## src/rtl/simd_issuer.sv

```systemverilog
// simd_issuer: issues one vector command to a SIMD processor using the word
// sequence LD addr0, LD addr1, INFO. It then waits for the processor's finish,
// reports completion to the scoreboard, and releases the processor once the
// scoreboard has flushed the command.
module simd_issuer #(
  parameter int unsigned ADDR_W    = 16,
  parameter int unsigned COUNT_W   = 16,
  parameter int unsigned ID_W      = 4,
  parameter int unsigned PAYLOAD_W = 32,
  parameter int unsigned TIMEOUT   = 255
) (
  input  logic                 i_clk,
  input  logic                 i_rst,
  input  logic                 i_cmd_valid,
  output logic                 o_cmd_ready,
  input  logic [ADDR_W-1:0]    i_cmd_addr0,
  input  logic [ADDR_W-1:0]    i_cmd_addr1,
  input  logic [1:0]           i_cmd_op,
  input  logic                 i_cmd_overwrite,
  input  logic [COUNT_W-1:0]   i_cmd_count,
  input  logic [ID_W-1:0]      i_cmd_id,
  output logic                 o_en,
  output logic                 o_valid,
  output logic [1:0]           o_instr_opcode,
  output logic [PAYLOAD_W-1:0] o_instr_payload,
  input  logic                 i_ack,
  input  logic                 i_finish,
  input  logic                 i_busy,
  output logic                 o_done,
  output logic [ID_W-1:0]      o_done_id,
  input  logic                 i_flush_ack,
  output logic                 o_timeout,
  output logic                 o_busy
);

  localparam int unsigned CNT_W = $clog2(TIMEOUT + 1);

  localparam logic [1:0] OpNop  = 2'd0;
  localparam logic [1:0] OpLd   = 2'd1;
  localparam logic [1:0] OpInfo = 2'd2;
  localparam logic [1:0] OpRel  = 2'd3;

  typedef enum logic [3:0] {
    StIdle, StEnable, StLd0, StLd1, StInfo, StWaitFin, StReport, StFlush, StRelease
  } state_e;

  state_e               state_q, state_d;
  logic [CNT_W-1:0]     cnt_q, cnt_d;
  logic                 cmd_ready_q, cmd_ready_d;
  logic                 en_q, en_d;
  logic                 valid_q, valid_d;
  logic [1:0]           opcode_q, opcode_d;
  logic [PAYLOAD_W-1:0] payload_q, payload_d;
  logic                 done_q, done_d;
  logic [ID_W-1:0]      done_id_q, done_id_d;
  logic                 timeout_q, timeout_d;
  logic                 busy_q, busy_d;

  logic [ADDR_W-1:0]    addr0_q, addr1_q;
  logic [1:0]           op_q;
  logic                 ow_q;
  logic [COUNT_W-1:0]   count_q;
  logic [ID_W-1:0]      id_q;

  logic                 accept;
  logic                 timed_out;
  logic [1:0]           word_opcode;
  logic [PAYLOAD_W-1:0] word_payload;
  state_e               word_next;

  assign accept    = (state_q == StIdle) && i_cmd_valid && cmd_ready_q;
  assign timed_out = (cnt_q == CNT_W'(TIMEOUT - 1));

  // Latch the command fields on accept; reserved op 3 is issued as add.
  always_ff @(posedge i_clk or posedge i_rst) begin
    if (i_rst) begin
      addr0_q <= '0;
      addr1_q <= '0;
      op_q    <= '0;
      ow_q    <= 1'b0;
      count_q <= '0;
      id_q    <= '0;
    end else if (accept) begin
      addr0_q <= i_cmd_addr0;
      addr1_q <= i_cmd_addr1;
      op_q    <= (i_cmd_op == 2'd3) ? 2'd0 : i_cmd_op;
      ow_q    <= i_cmd_overwrite;
      count_q <= i_cmd_count;
      id_q    <= i_cmd_id;
    end
  end

  // Select the opcode, payload and successor for the current word state.
  always_comb begin
    word_opcode  = OpLd;
    word_payload = PAYLOAD_W'(addr0_q);
    word_next    = StLd1;
    case (state_q)
      StLd1: begin
        word_payload = PAYLOAD_W'(addr1_q);
        word_next    = StInfo;
      end
      StInfo: begin
        word_opcode                  = OpInfo;
        word_payload                 = '0;
        word_payload[1:0]            = op_q;
        word_payload[2]              = ow_q;
        word_payload[COUNT_W+2:3]    = count_q;
        word_next                    = StWaitFin;
      end
      default: ;
    endcase
  end

  // Next-state and registered-output logic for the issue FSM.
  always_comb begin
    state_d     = state_q;
    cmd_ready_d = cmd_ready_q;
    en_d        = 1'b0;
    valid_d     = valid_q;
    opcode_d    = opcode_q;
    payload_d   = payload_q;
    done_d      = 1'b0;
    done_id_d   = done_id_q;
    timeout_d   = timeout_q;
    busy_d      = busy_q;
    cnt_d       = cnt_q;

    case (state_q)
      StIdle: begin
        if (accept) begin
          cmd_ready_d = 1'b0;
          busy_d      = 1'b1;
          if (i_cmd_count == '0) begin
            state_d   = StReport;
            done_d    = 1'b1;
            done_id_d = i_cmd_id;
          end else begin
            state_d = StEnable;
            // Pulse enable straight away if the processor is already idle.
            en_d    = !i_busy;
          end
        end
      end
      StEnable: begin
        if (en_q) begin
          state_d   = StLd0;
          valid_d   = 1'b1;
          opcode_d  = OpLd;
          payload_d = PAYLOAD_W'(addr0_q);
        end else begin
          en_d = !i_busy;
        end
      end
      StLd0, StLd1, StInfo: begin
        if (valid_q && i_ack) begin
          // Dropping valid on the ack edge leaves a one-cycle gap between words.
          state_d   = word_next;
          valid_d   = 1'b0;
          opcode_d  = OpNop;
          payload_d = '0;
        end else if (timed_out) begin
          state_d     = StIdle;
          timeout_d   = 1'b1;
          valid_d     = 1'b0;
          opcode_d    = OpNop;
          payload_d   = '0;
          cmd_ready_d = 1'b1;
          busy_d      = 1'b0;
        end else if (!valid_q) begin
          valid_d   = 1'b1;
          opcode_d  = word_opcode;
          payload_d = word_payload;
        end
      end
      StWaitFin: begin
        if (i_finish) begin
          state_d   = StReport;
          done_d    = 1'b1;
          done_id_d = id_q;
        end
      end
      StReport: begin
        state_d = StFlush;
      end
      StFlush: begin
        if (i_flush_ack) begin
          if (count_q == '0) begin
            state_d     = StIdle;
            cmd_ready_d = 1'b1;
            busy_d      = 1'b0;
          end else begin
            state_d   = StRelease;
            valid_d   = 1'b1;
            opcode_d  = OpRel;
            payload_d = '0;
          end
        end
      end
      StRelease: begin
        if (!i_finish || timed_out) begin
          state_d     = StIdle;
          timeout_d   = timeout_q | i_finish;
          valid_d     = 1'b0;
          opcode_d    = OpNop;
          payload_d   = '0;
          cmd_ready_d = 1'b1;
          busy_d      = 1'b0;
        end
      end
      default: begin
        state_d     = StIdle;
        valid_d     = 1'b0;
        opcode_d    = OpNop;
        payload_d   = '0;
        cmd_ready_d = 1'b1;
        busy_d      = 1'b0;
      end
    endcase

    // Fresh count on every state entry; only word and release states count.
    if (state_d != state_q) begin
      cnt_d = '0;
    end else if (state_q inside {StLd0, StLd1, StInfo, StRelease}) begin
      cnt_d = cnt_q + CNT_W'(1);
    end
  end

  // State and output registers with asynchronous reset.
  always_ff @(posedge i_clk or posedge i_rst) begin
    if (i_rst) begin
      state_q     <= StIdle;
      cnt_q       <= '0;
      cmd_ready_q <= 1'b1;
      en_q        <= 1'b0;
      valid_q     <= 1'b0;
      opcode_q    <= OpNop;
      payload_q   <= '0;
      done_q      <= 1'b0;
      done_id_q   <= '0;
      timeout_q   <= 1'b0;
      busy_q      <= 1'b0;
    end else begin
      state_q     <= state_d;
      cnt_q       <= cnt_d;
      cmd_ready_q <= cmd_ready_d;
      en_q        <= en_d;
      valid_q     <= valid_d;
      opcode_q    <= opcode_d;
      payload_q   <= payload_d;
      done_q      <= done_d;
      done_id_q   <= done_id_d;
      timeout_q   <= timeout_d;
      busy_q      <= busy_d;
    end
  end

  assign o_cmd_ready     = cmd_ready_q;
  assign o_en            = en_q;
  assign o_valid         = valid_q;
  assign o_instr_opcode  = opcode_q;
  assign o_instr_payload = payload_q;
  assign o_done          = done_q;
  assign o_done_id       = done_id_q;
  assign o_timeout       = timeout_q;
  assign o_busy          = busy_q;

endmodule

```

## config.mk

```make
export PLATFORM = sky130hd
export DESIGN_NAME = simd_issuer
export DESIGN_NICKNAME = d
export VERILOG_FILES = /design/src/rtl/simd_issuer.sv
export SDC_FILE = /design/constraint.sdc
export NUM_CORES = 1
export LEC_CHECK = 0
export BUFFER_PORTS_ARGS = -buffer_cell sky130_fd_sc_hd__buf_4
export CELL_PAD_IN_SITES_DETAIL_PLACEMENT = 0
export CELL_PAD_IN_SITES_GLOBAL_PLACEMENT = 2
export CORE_UTILIZATION = 36
export CTS_CLUSTER_DIAMETER = 120
export CTS_CLUSTER_SIZE = 10
export DETAILED_ROUTE_END_ITERATION = 8
export PLACE_DENSITY_LB_ADDON = 0.1
export SLEW_MARGIN = 30
export SYNTH_ARGS = -nofsm -noshare
export SYNTH_HDL_FRONTEND = slang
export SYNTH_SLANG_ARGS = --single-unit
```

## constraint.sdc

```tcl
create_clock -name i_clk -period 7.29 [get_ports i_clk]
set_input_delay 0 -clock i_clk [delete_from_list [all_inputs] [get_ports i_clk]]
set_output_delay 0 -clock i_clk [all_outputs]
set_load 0.02 [all_outputs]
```

# Word level (Yosys, flattened, before mapping)
# Cells that the tools add are included.
[totals]
wordCells = 130
output_inout_bits = 44
n_memories = 0
in_bits = 62
latch_bits = 0
register_bits = 111
romBits = 0
mem_bits_rw = 0
[classes]
div = 0
shift = 0
multipliers = 0
n_reduce_logical = 21
bitwise = 3
eq_ne = 22
mux = 66
add_sub_neg = 1
magnitude_cmp = 0
[op_table]
columns = ["cell", "n"]
rows = [
  ["32-bit two-way mux", 7],
  ["32-bit one-hot mux with 5 select lines", 1],
  ["4-bit two-way mux", 11],
  ["19-bit one-hot mux with 2 select lines", 1],
  ["16-bit zero test", 2],
  ["4-bit one-hot mux with 7 select lines", 1],
  ["1-bit two-way mux", 24],
  ["2-bit two-way mux", 9],
  ["2-bit != test (second input constant)", 9],
  ["4-bit by 3-bit == test with 1-bit output (second input constant)", 4],
  ["8-bit two-way mux", 2],
  ["1-bit one-hot mux with 5 select lines", 3],
  ["2-bit one-hot mux with 5 select lines", 1],
  ["3-bit OR reduction", 3],
  ["8-bit by 1-bit adder with 8-bit output (second input constant)", 1],
  ["4-bit by 2-bit == test with 1-bit output (second input constant)", 2],
  ["8-bit == test (second input constant)", 1],
  ["4-bit one-hot mux with 2 select lines", 1],
  ["4-bit AND reduction", 2],
  ["7-bit AND reduction", 1],
  ["1-bit one-hot mux with 2 select lines", 3],
  ["3-bit one-hot mux with 2 select lines", 1],
  ["6-bit AND reduction", 1],
  ["2-bit nonzero test", 3],
  ["15 further kinds", 19],
]

# Logic depth before layout (Yosys ltp)
# Gate-level depths: netlist (run 1).
[depth]
word_depth = 7
ltp_mapped = 9

# Worst setup path after synthesis (run 1)
# Ideal clock, no wire load.
[synth_timing]
path_kind = "register -> register"
startpoint = "reg cnt_q[0]"
endpoint = "reg opcode_q[0] (netlist: o_instr_opcode[0])"
required_time_ns = 7.162
path_slack_ns = 5.140
path_buffers = 1
stages_incl_launch_ff = 9
arrival_ns = 2.023
setup_ns = 0.128
path_cell_list = "dfrtp_1 > inv_1 > ha_1 > nand3_1 > nor2_4 > o21bai_1 > nor4_2 > buf_4 > mux2_1"
[synth_between]
elab_chain_cells = 4
word_cells_on_any_way = 8
cone_classes = "eq/ne (3); mux (3); reduce/logical (2)"
[synth_rtl]
columns = ["item", "line", "source"]
rows = [
  ["start: declaration", "48", "logic [CNT_W-1:0] cnt_q, cnt_d;"],
  ["start signal: assignment", "245", "cnt_q <= cnt_d;"],
  ["8-bit == test (*)", "72", "assign timed_out = (cnt_q == CNT_W'(TIMEOUT - 1));"],
  ["2-bit two-way mux / 1-bit logical OR (equally long branches)", "162, 201", ""],
  ["2-bit two-way mux / 2-bit != test (equally long branches)", "n/a", ""],
  ["2-bit one-hot mux with 5 select lines / 6-bit AND reduction (equally long branches)", "n/a", ""],
  ["end signal: assignment", "237", "opcode_q <= OpNop;"],
  ["end signal: assignment", "249", "opcode_q <= opcode_d;"],
  ["end: declaration", "52", "logic [1:0] opcode_q, opcode_d;"],
]
# Every way passes the cells marked *; elsewhere a longest branch is shown, timed or not.
# A chain may end at the register's enable or synchronous reset.

# Final worst setup path (run 1)
[layout_timing]
startpoint = "reg state_q[1]"
endpoint = "reg op_q[0]"
[layout_between]
elab_chain_cells = 3
[layout_rtl]
columns = ["item", "line", "source"]
rows = [
  ["start: declaration", "47", "state_e state_q, state_d;"],
  ["start signal: assignment", "232", "state_q <= StIdle;"],
  ["start signal: assignment", "244", "state_q <= state_d;"],
  ["4-bit zero test", "71", "assign accept = (state_q == StIdle) && i_cmd_valid && cmd_ready_q;"],
  ["1-bit logical AND (2 in a row)", "71", ""],
  ["end signal: assignment", "86", "op_q <= (i_cmd_op == 2'd3) ? 2'd0 : i_cmd_op;"],
  ["end: declaration", "60", "logic [1:0] op_q;"],
]
# No other way between the ends.

==> run metrics, run 1 <==
Setup crit start kind flip-flop; Worst EP required 7580 ps; Worst Skew 5.17 ps; post-synthesis cell count 529; Nets 730; largest net degree at the start of global routing 60; first-pass GRT wire length 22.0 mm; Fillers 1275; critical path's largest stage delay 660 ps; Die W 119 um; clk slew on worst S/H paths 60 ps; RSZ-0062 raised after global routing false; met2 GRT Util 34.4%; Hold Slack 136 ps; Post-Syn Area 4920 um^2; initial antenna violation count 0; Post-synth EDFFs 0; PortBufs 92; Via density 5.00; Die Y 119 um; synth unique cells 61; wire per inst 15.7 um; Antenna Violating Nets Remaining 0; status complete, no violations; CTS Hold Bufs 59; Area growth syn-to-layout 34.0%; Crit-path slowest cell or4_1; CP endpoint kind flip-flop; vias 4233; 1st-pass router iterations 4; synthesized area per cell 9.31 um^2; initial cell density of the core 37.0%; total wire length after detailed routing 13.3 mm; RePlAce Congestion 0.832; number of DRC markers in iteration 0 206; Hold Path Class in2reg; grt total ovfl 0; crit-path max FO 56; Slew Limit Headroom 46.7%; CTS buffer count 9; post-synthesis sequential area ratio 49.8%; pwr dens 384 nW/um^2; leading area contributor after synthesis dfrtp_1; met3 Use GR 4.17%; final non-filler cell total 846; final worst path period share 37.8%; H-tree depth 3; cell with the most instances after synthesis nand2_1; post-route setup TNS 0 ps; number of global-route vias before repair 4273; final-report hold violation count 0; top post-synthesis cells by area dfrtp_1, nand2_1, mux2_1, a22oi_1, buf_4; max_cap viols 0; Most used DFF post-synth dfrtp_1; clock sink total 98; GRT Total Usage 20.1%; post-detail-place hpwl 9.05 mm; row count 42; crit path cell chain or4_1 -> nor2_4 -> buf_4 -> nand3b_1 -> dlygate4sd3_1 -> nand2_1; setup violators final 0; minimum clock period after layout 2760 ps; CTS max path bufs 2; proportion of layout cells with a drive suffix above 1 20.3%; post-CTS sizing 0; Synth Register Bits 98; FFs w/ async S/R, synth 100%; r2r setup slk 4530 ps; Fmax achieved 0.363 GHz; synth cell count leaders nand2_1, dfrtp_1, mux2_1, a22oi_1, nor4_1; met1 usage 25.2%; gr busiest metal met2; Worst EP arrival 3050 ps; die area 14200 um^2; leak pwr 3.18 nW; Clock Latency Late Sink 350 ps; IO Pins 106; kind of critical path reg2reg; core box area 13300 um^2; diode count 0; fin. max-slew vios 0; Slew @ Worst Pin 799 ps; Ys Warns 0; clock tree from TritonCTS yes; placed cells 772; Synth top area share 49.3%; Root Buffer clkbuf_16; # DRC 0; Post-CTS Setup Bufs 0; worst vdd ir 0.155 mV
## cell usage in the layout (no fill, tap or decap), types with 3 or more instances in the layout
master         netlist  layout
nand2_1            191     191
buf_4               16      98
dfrtp_1             97      97
dlygate4sd3_1        0      59
mux2_1              18      18
nor4_1              17      17
a22oi_1             17      17
conb_1               1      13
nor2_1              14      11
o21ai_0             10      10
mux2i_1              9       9
clkbuf_16            0       9
inv_1                9       8
o22ai_2              8       8
o22ai_1              8       8
xor2_1               7       7
a21oi_1              6       6
a31oi_1              5       5
nand2b_1             5       5
nor3_1               5       5
nand3_1              5       4
o2111ai_1            4       4
nand4_1              3       3
or2_2                3       3
clkbuf_1            12       3
## per-stage QoR
| step | setup slack (ps) | utilization [%] | cell area [um^2] | power, mW |
|---|---|---|---|---|
| 2_1_floorplan | 4730 | - | 4970 | 1.69 |
| 3_3_place_gp | 4660 | 42.8 | 5690 | 2.02 |
| 3_5_place_dp | 4620 | 42.8 | 5690 | 2.03 |
| 4_1_cts | 4530 | 49.5 | 6580 | 2.56 |
| 5_1_grt | 4330 | 49.6 | 6600 | 2.72 |
| 6_report | 4530 | 49.6 | 6600 | 2.53 |
## power breakdown
group,internal [mW],switching [mW]
Clock,0.299,0.199
Sequential,0.767,0.190
Combinational,0.447,0.631
Total,1.51,1.02
## kinds of logic after synthesis
group           share of synthesized area, %
compound gates                          12.3
mux                                     6.17
other cells                           0.0761
xor+xnor                                1.42
flops                                   49.8
fa+ha+maj                              0.508
buf+inv                                 5.97
simple gates                            23.7
## routing by layer
metal | routed length, um | share of wire (%) | up-vias
li1 | - | - | 2064
met1 | 5730 | 43 | 2047
met2 | 6790 | 51 | 105
met3 | 533 | 4.0 | 17
met4 | 220 | 1.7 | 0
met5 | 0 | 0 | -
## worst paths after layout
check | start | endpoint | cells after the start
max in group asynchronous | i_rst | o_done_id[1] | 4
worst max-delay path | state_q[1] | op_q[0] | 6
worst min register to register | o_timeout | o_timeout | 1
worst max register to register | state_q[1] | op_q[0] | 6
min in group asynchronous | i_rst | addr1_q[2] | 3
worst min-delay path | i_finish | state_q[3] | 3
## registers in the layout (all words and copies together), names as in the netlist, 2 cells and up
register         flops
o_instr_payload     19
addr0_q             16
addr1_q             16
count_q             16
cnt_q                8
id_q                 4
o_done_id            4
state_q              4
o_instr_opcode       2
op_q                 2
## critical path: cells and delay by family (launching register included)
| kind | cells | cell delay [ps] |
|---|---|---|
| buffers and inverters | 2 | 1080 |
| and+or+nand+nor | 4 | 990 |
| DFF | 1 | 600 |
## cell type report
class,count,area [um^2],area share (%)
clock inverter,3,65.1,0.986
sequential,98,2450,37.2
clock buffer,12,236,3.58
inverter,9,36.3,0.550
timing repair buffer,157,1330,20.1
multi-input combinational,391,2260,34.2
tap,176,220,3.34
Power figures use the tool's default switching activity.
==> inputs of run 2 (changes only) <==
--- a/config.mk
+++ b/config.mk
@@ -8,7 +8,7 @@
 export BUFFER_PORTS_ARGS = -buffer_cell sky130_fd_sc_hd__buf_4
 export CELL_PAD_IN_SITES_DETAIL_PLACEMENT = 0
 export CELL_PAD_IN_SITES_GLOBAL_PLACEMENT = 2
-export CORE_UTILIZATION = 36
+export CORE_UTILIZATION = 30
 export CTS_CLUSTER_DIAMETER = 120
 export CTS_CLUSTER_SIZE = 10
 export DETAILED_ROUTE_END_ITERATION = 8
==> constraint.sdc (replaced) <==
create_clock -name i_clk -period 2.3 [get_ports i_clk]
set_input_delay 0 -clock i_clk [delete_from_list [all_inputs] [get_ports i_clk]]
set_output_delay 0 -clock i_clk [all_outputs]
set_load 0.02 [all_outputs]
==> run 2 against run 1 <==
Via count up 3.4%. Flip-flop and latch count unchanged. Wire length up 11%. Non-clock buffer count up 31. Setup slack worse by 4400 ps. Sequential share of layout area down 2.1 points. Worst hold slack better by 10 ps. Sequential power rose to 3.1 times the previous value. Register-to-register slack worse by 4400 ps. Global-route usage down 1.5 points. Largest cell class unchanged. Largest power group unchanged.
==> run metrics, run 2 (synthesis gave the netlist of run 1 again) <==
Worst R2R End o_instr_payload[10]; critical path's largest stage delay 500 ps (-160 ps); minimum clock period after layout 2200 ps (-554 ps); IO Pins 106 (unchanged); r2r setup slk 100 ps (-4440 ps); Worst Skew 5.07 ps (-0.107 ps); kind of critical path reg2reg; proportion of layout cells with a drive suffix above 1 25.1% (+4.8 points); # DRC 0 (unchanged); first-pass GRT wire length 23.6 mm (+7.0%); post-detail-place hpwl 10.5 mm (+15%); final worst path period share 95.8% (+58 points); CTS max path bufs 2 (unchanged); core box area 15900 um^2 (+20%); hold path depth 5 (+2); number of global-route vias before repair 4320 (+1.1%); sequential power share 34.6% (-3.2 points); Die W 130 um (+9.4%); dpl cell area 6060 um^2 (+6.5%); clock tree from TritonCTS yes; most frequent cells in the layout nand2_1, buf_4, dfrtp_1, dlygate4sd3_1, mux2_1; Hold Path Class in2reg; wire per inst 16.1 um (+2.4%); vias 4376 (+3.4%); Nets 761 (+4.2%); setup violators final 0 (unchanged); CTS buffer count 9 (unchanged); Fmax achieved 0.454 GHz (+25%); clock sink total 98 (unchanged); initial cell density of the core 30.9% (-6.2 points); fin. max-slew vios 0 (unchanged); crit-path max FO 17 (-70%); most common library cell in the layout ignoring fill and taps nand2_1; worst vdd ir 0.502 mV (+220%); 1st-pass router iterations 4 (unchanged); design area 7000 um^2 (+6.0%); initial antenna violation count 0 (unchanged); Hold Path End o_done_id[1]; crit path cell chain or3b_1 -> a21o_1 -> nor4b_2 -> nor4_4 -> buf_12 -> mux2_1; Worst EP required 2530 ps (-5050 ps); row count 46 (+9.5%); grt total ovfl 0 (unchanged); leak pwr 3.37 nW (+6.0%); final core occ 43.9% (-5.7 points); total wire length after detailed routing 14.7 mm (+11%); status complete, no violations; CP startpoint state_q[0]; Slew Limit Headroom 31.8% (-15 points); Clk pwr share 18.7% (-1.0 points); PortBufs 92 (unchanged); worst r2r src state_q[0]; max_cap viols 0 (unchanged); Switching Power 3.46 mW (+240%); Clock Latency Late Sink 350 ps (about the same); Antenna Violating Nets Remaining 0 (unchanged); diode count 0 (unchanged); logic gate share of total power 46.7% (+4.1 points); RSZ-0062 raised after global routing false; Via density 4.77 (-4.7%); Hold Crit Start i_finish; Cell Int Power 5.21 mW (+240%); post-route setup TNS 0 ps (unchanged); Crit-path slowest cell dfrtp_1; Worst Reg2Reg Path Length in Cells 6 (unchanged); final-report hold violation count 0 (unchanged); Area growth syn-to-layout 42.1%; CP endpoint kind flip-flop; number of DRC markers in iteration 0 168 (-18%); H-tree depth 3 (unchanged); max reg flops 19 (unchanged); largest net degree at the start of global routing 59 (-1.7%); Worst EP arrival 2430 ps (-620 ps); Setup WS post-layout 96.6 ps (-4440 ps); pre-CTS WS 74.3 ps (-4550 ps); Sw Ratio 39.9% (-0.35 points); pwr dens 1240 nW/um^2 (+220%); CP bufs+invs 1 (-1); RePlAce Congestion 0.832 (about the same); Root Buffer clkbuf_16; Setup crit start kind flip-flop; crit-path leading delay family simple AND/OR/NAND/NOR gates; Total Power 8.67 mW (+240%); Slew @ Worst Pin 1020 ps (+220 ps); GRT Total Usage 18.6% (-1.5 points); clk slew on worst S/H paths 70 ps (about the same); Die Y 130 um (+9.4%); die area 16900 um^2 (+20%)
## run 2: cell type report
type	count	area [um^2]
fillers	1643	8950
flip-flops and latches	98	2450
multi-input cells	391	2270
repair buffers	188	1640
clock buffers	13	270
well taps	216	270
clock inverters	3	46.3
inverters	9	37.5
## run 2: worst min-delay path: stages
cell and delay [ps]:
buf_4 90, nand2_1 40, o21ai_1 80, buf_4 160, a31oi_1 80
## run 2: metal layers
metal / part of all wire, % / track usage, % / up-vias
met4: 2.0 / 7.05 / 0
met3: 3.4 / 3.16 / 16
met2: 50 / 31.2 / 91
met5: 0 / 0 / -
li1: - / - / 2127
met1: 45 / 23.9 / 2142
## run 2: what timing repair did
item,4_1_cts,5_1_grt
buffers inserted,0,1
endpoints found under the setup margin,0,25
hold buffers,58,0
hold endpoints to repair,88,0
resized for setup,0,6
## run 2: through the flow
| stage | hold WS (ps) | instances |
|---|---|---|
| 3_5_place_dp | 164 | 843 |
| 5_1_grt | 189 | 918 |
| 2_1_floorplan | 73.5 | 541 |
| 6_report | 146 | 918 |
| 3_3_place_gp | 157 | 843 |
| 4_1_cts | 131 | 917 |
## run 2: power groups by stage
| stage | clock network [mW] | logic, mW | registers, mW |
|---|---|---|---|
| global route | 1.74 | 4.48 | 3.10 |
| floorplan | 0 | 2.31 | 3.05 |
| global placement | 0 | 3.95 | 3.03 |
| CTS | 1.68 | 4.08 | 3.01 |
| detailed placement | 0 | 3.98 | 3.04 |
| finish | 1.62 | 4.05 | 3.00 |
## run 2: worst max path at each step
stage,cells after the start,endpoint,slack [ps]
finish,6,o_instr_payload[10],100
global route,6,o_instr_payload[1],10
CTS,8,o_instr_payload[10],40
detailed placement,7,cnt_q[3],70
global placement,6,o_instr_payload[2],90
floorplan,8,o_instr_opcode[0],150
==> inputs of run 3 (changes only) <==
--- a/config.mk
+++ b/config.mk
@@ -5,10 +5,11 @@
 export SDC_FILE = /design/constraint.sdc
 export NUM_CORES = 1
 export LEC_CHECK = 0
+export ABC_AREA = 1
 export BUFFER_PORTS_ARGS = -buffer_cell sky130_fd_sc_hd__buf_4
 export CELL_PAD_IN_SITES_DETAIL_PLACEMENT = 0
 export CELL_PAD_IN_SITES_GLOBAL_PLACEMENT = 2
-export CORE_UTILIZATION = 30
+export CORE_UTILIZATION = 29
 export CTS_CLUSTER_DIAMETER = 120
 export CTS_CLUSTER_SIZE = 10
 export DETAILED_ROUTE_END_ITERATION = 8
==> run 3 against run 2 <==
Design area shrank 4.3%. Flip-flop and latch count is the same. Combinational power is 20% lower. Worst hold slack worse by 81 ps. First-iteration DRC count grew 19%. Clock-buffer cell count down 3. Register-to-register slack gained 120 ps. Setup slack better by 120 ps. Fmax increased by 5.9%. Clock power about the same. Cell count is 5.2% higher. Largest cell class unchanged. Highest routed layer unchanged.
==> run metrics, run 3 <==
final-report hold violation count 0 (unchanged); crit-path max FO 17 (unchanged); H-tree depth 3 (unchanged); status complete, no violations; Worst R2R End cnt_q[1]; fin. max-slew vios 0 (unchanged); total wire length after detailed routing 14.1 mm (-4.5%); leading area contributor after synthesis dfrtp_1; diode count 0 (unchanged); vias 4350 (-0.59%); crit path to cnt_q[1]; Synth top area share 49.2% (-0.050 points); Worst Reg2Reg Path Length in Cells 10 (+4); proportion of layout cells with a drive suffix above 1 19.8% (-5.2 points); core box area 16600 um^2 (+4.0%); gr busiest metal met1; Most used DFF post-synth dfrtp_1; Via density 4.50 (-5.5%); post-route setup TNS 0 ps (unchanged); GRT Total Usage 17.2% (-1.4 points); logic gate share of total power 42.3% (-4.4 points); Sw Ratio 41.1% (+1.2 points); Setup crit start kind flip-flop; Die W 132 um (+1.7%); FFs w/ async S/R, synth 100% (unchanged); crit-path leading delay family simple AND/OR/NAND/NOR gates; minimum clock period after layout 2080 ps (-123 ps); Worst EP arrival 2340 ps (-90 ps); top post-synthesis cells by area dfrtp_1, nand2_1, inv_1, o21ai_0, nand3_1; cell with the most instances after synthesis nand2_1; synthesized area per cell 8.29 um^2 (-11%); 1st-pass router iterations 4 (unchanged); met2 GRT Util 24.8% (-6.4 points); synth cell count leaders nand2_1, dfrtp_1, inv_1, o21ai_0, nor2_1; Ys Warns 0 (unchanged); Switching Power 3.14 mW (-9.2%); clock sink total 98 (unchanged); Post-CTS Setup Bufs 0 (unchanged); leak pwr 3.19 nW (-5.3%); largest net degree at the start of global routing 78 (+32%); Slew @ Worst Pin 729 ps (-290 ps); Hold Slack 64.9 ps (-80.9 ps); worst r2r src state_q[2]; initial antenna violation count 0 (unchanged); Nets 805 (+5.8%); post-detail-place hpwl 10.3 mm (-1.8%); Hold Path Class in2reg; Worst EP required 2560 ps (+30 ps); Clock Latency Late Sink 360 ps (about the same); Post-synth EDFFs 0 (unchanged); first-pass GRT wire length 23.3 mm (-1.0%); initial cell density of the core 29.7% (-1.2 points); number of DRC markers in iteration 0 200 (+19%); Antenna Violating Nets Remaining 0 (unchanged); IO Pins 106 (unchanged); Crit-path slowest cell dfrtp_1; pwr dens 1140 nW/um^2 (-7.9%); # DRC 0 (unchanged); max_cap viols 0 (unchanged); post-synthesis cell count 595 (+12%); final worst path period share 90.5% (-5.3 points); RSZ-0062 raised after global routing false; CP bufs+invs 1 (unchanged); Synth Register Bits 98 (unchanged); setup violators final 0 (unchanged); met3 Use GR 2.92% (-0.24 points); Worst Skew 8.16 ps (+3.10 ps); Levels on crit path 10 (+4); die area 17500 um^2 (+3.5%); sequential power share 36.9% (+2.3 points); CP endpoint kind flip-flop; clk slew on worst S/H paths 70 ps (about the same); post-synthesis sequential area ratio 49.8% (-0.051 points); RePlAce Congestion 0.792 (-4.8%); synth unique cells 40 (-34%); wire per inst 14.6 um (-9.3%); CTS max path bufs 2 (unchanged); Fmax achieved 0.481 GHz (+5.9%); CTS buffer count 9 (unchanged); crit path cell chain nor2_4 -> buf_4 -> nand2_4 -> nand2_4 -> nand2_2 -> nand3_1 -> nand3_1 -> nand2_1 -> nand2_2 -> nor3_1; Area growth syn-to-layout 35.9%; number of global-route vias before repair 4304 (-0.37%); row count 47 (+2.2%); critical path's largest stage delay 440 ps (-60 ps); Cell Int Power 4.50 mW (-14%); grt total ovfl 0 (unchanged); Slew Limit Headroom 51.4% (+20 points); clock tree from TritonCTS yes; Clk pwr share 20.8% (+2.1 points); PortBufs 92 (unchanged); max reg flops 19 (unchanged); CP startpoint state_q[2]; most frequent cells in the layout nand2_1, buf_4, dfrtp_1, inv_1, dlygate4sd3_1; met1 usage 26.1% (+2.2 points); Root Buffer clkbuf_16; Die Y 132 um (+1.7%); Post-Syn Area 4930 um^2 (+0.10%); r2r setup slk 220 ps (+120 ps); most common library cell in the layout ignoring fill and taps nand2_1; kind of critical path reg2reg; worst vdd ir 0.787 mV (+57%)
## run 3: logic make-up after synthesis
logic type / after synthesis / share of synthesized area [%]
AOI/OAI and AO/OA: 106 / 13.6
xor gates and xnor gates: 6 / 1.07
adders and majority gates: 2 / 0.508
buffers and inverters: 101 / 9.85
DFF: 98 / 49.8
other: 1 / 0.0761
and+or+nand+nor: 281 / 25.1
## run 3: worst min path at each step
stage / from / end / slack, ps / cells after the start
global placement: i_rst / o_instr_opcode[0] / 60 / 2
floorplan: i_busy / o_en / 70 / 1
CTS: i_finish / o_timeout / 60 / 3
detailed placement: i_rst / o_instr_opcode[0] / 60 / 2
global route: i_finish / o_timeout / 70 / 3
finish: i_finish / o_timeout / 60 / 3
## run 3: power groups by stage
stage                     Combinational (mW)  Sequential [mW]  Clock, mW
after floorplan                         2.11             2.89          0
after global routing                    3.70             2.90       1.70
after CTS                               3.18             2.82       1.64
after detailed placement                3.09             2.85          0
final                                   3.24             2.82       1.59
after global placement                  3.06             2.84          0
## run 3: layout make-up
cell class	instances	area (um^2)
fill	1740	9890
sequential	98	2450
multi-input combinational	408	2040
timing repair buffer	158	1360
tap	220	275
inverter	66	251
clock buffer	10	239
clock inverter	6	72.6
## run 3: what timing repair did
item / 4_1_cts / 5_1_grt
resized for setup: 0 / 2
hold buffers: 58 / 0
endpoints found under the setup margin: 0 / 5
hold endpoints to repair: 82 / 0
## run 3: worst reg2reg max path, cell delays in order (launching register included)
cell and delay [ps]:
dfrtp_1 440, nor2_4 210, buf_4 200, nand2_4 140, nand2_4 250, nand2_2 100, nand3_1 140, nand3_1 90
nand2_1 80, nand2_2 140, nor3_1 200
## run 3: routing by layer
metal | share of wire [%] | vias up
met1 | 53 | 2035
met2 | 42 | 93
li1 | - | 2209
met4 | 1.1 | 0
met5 | 0 | -
met3 | 3.8 | 13
## run 3: metrics by stage
stage          setup WS (ps)  instance area [um^2]  utilization [%]  total power, mW  cells
3_3_place_gp             194                  5770             34.8             5.90    891
5_1_grt                 60.8                  6700             40.4             8.31    966
2_1_floorplan            606                  4980                -             5.00    607
3_5_place_dp             110                  5770             34.8             5.94    891
4_1_cts                 96.2                  6660             40.2             7.63    965
6_report                 219                  6700             40.4             7.65    966
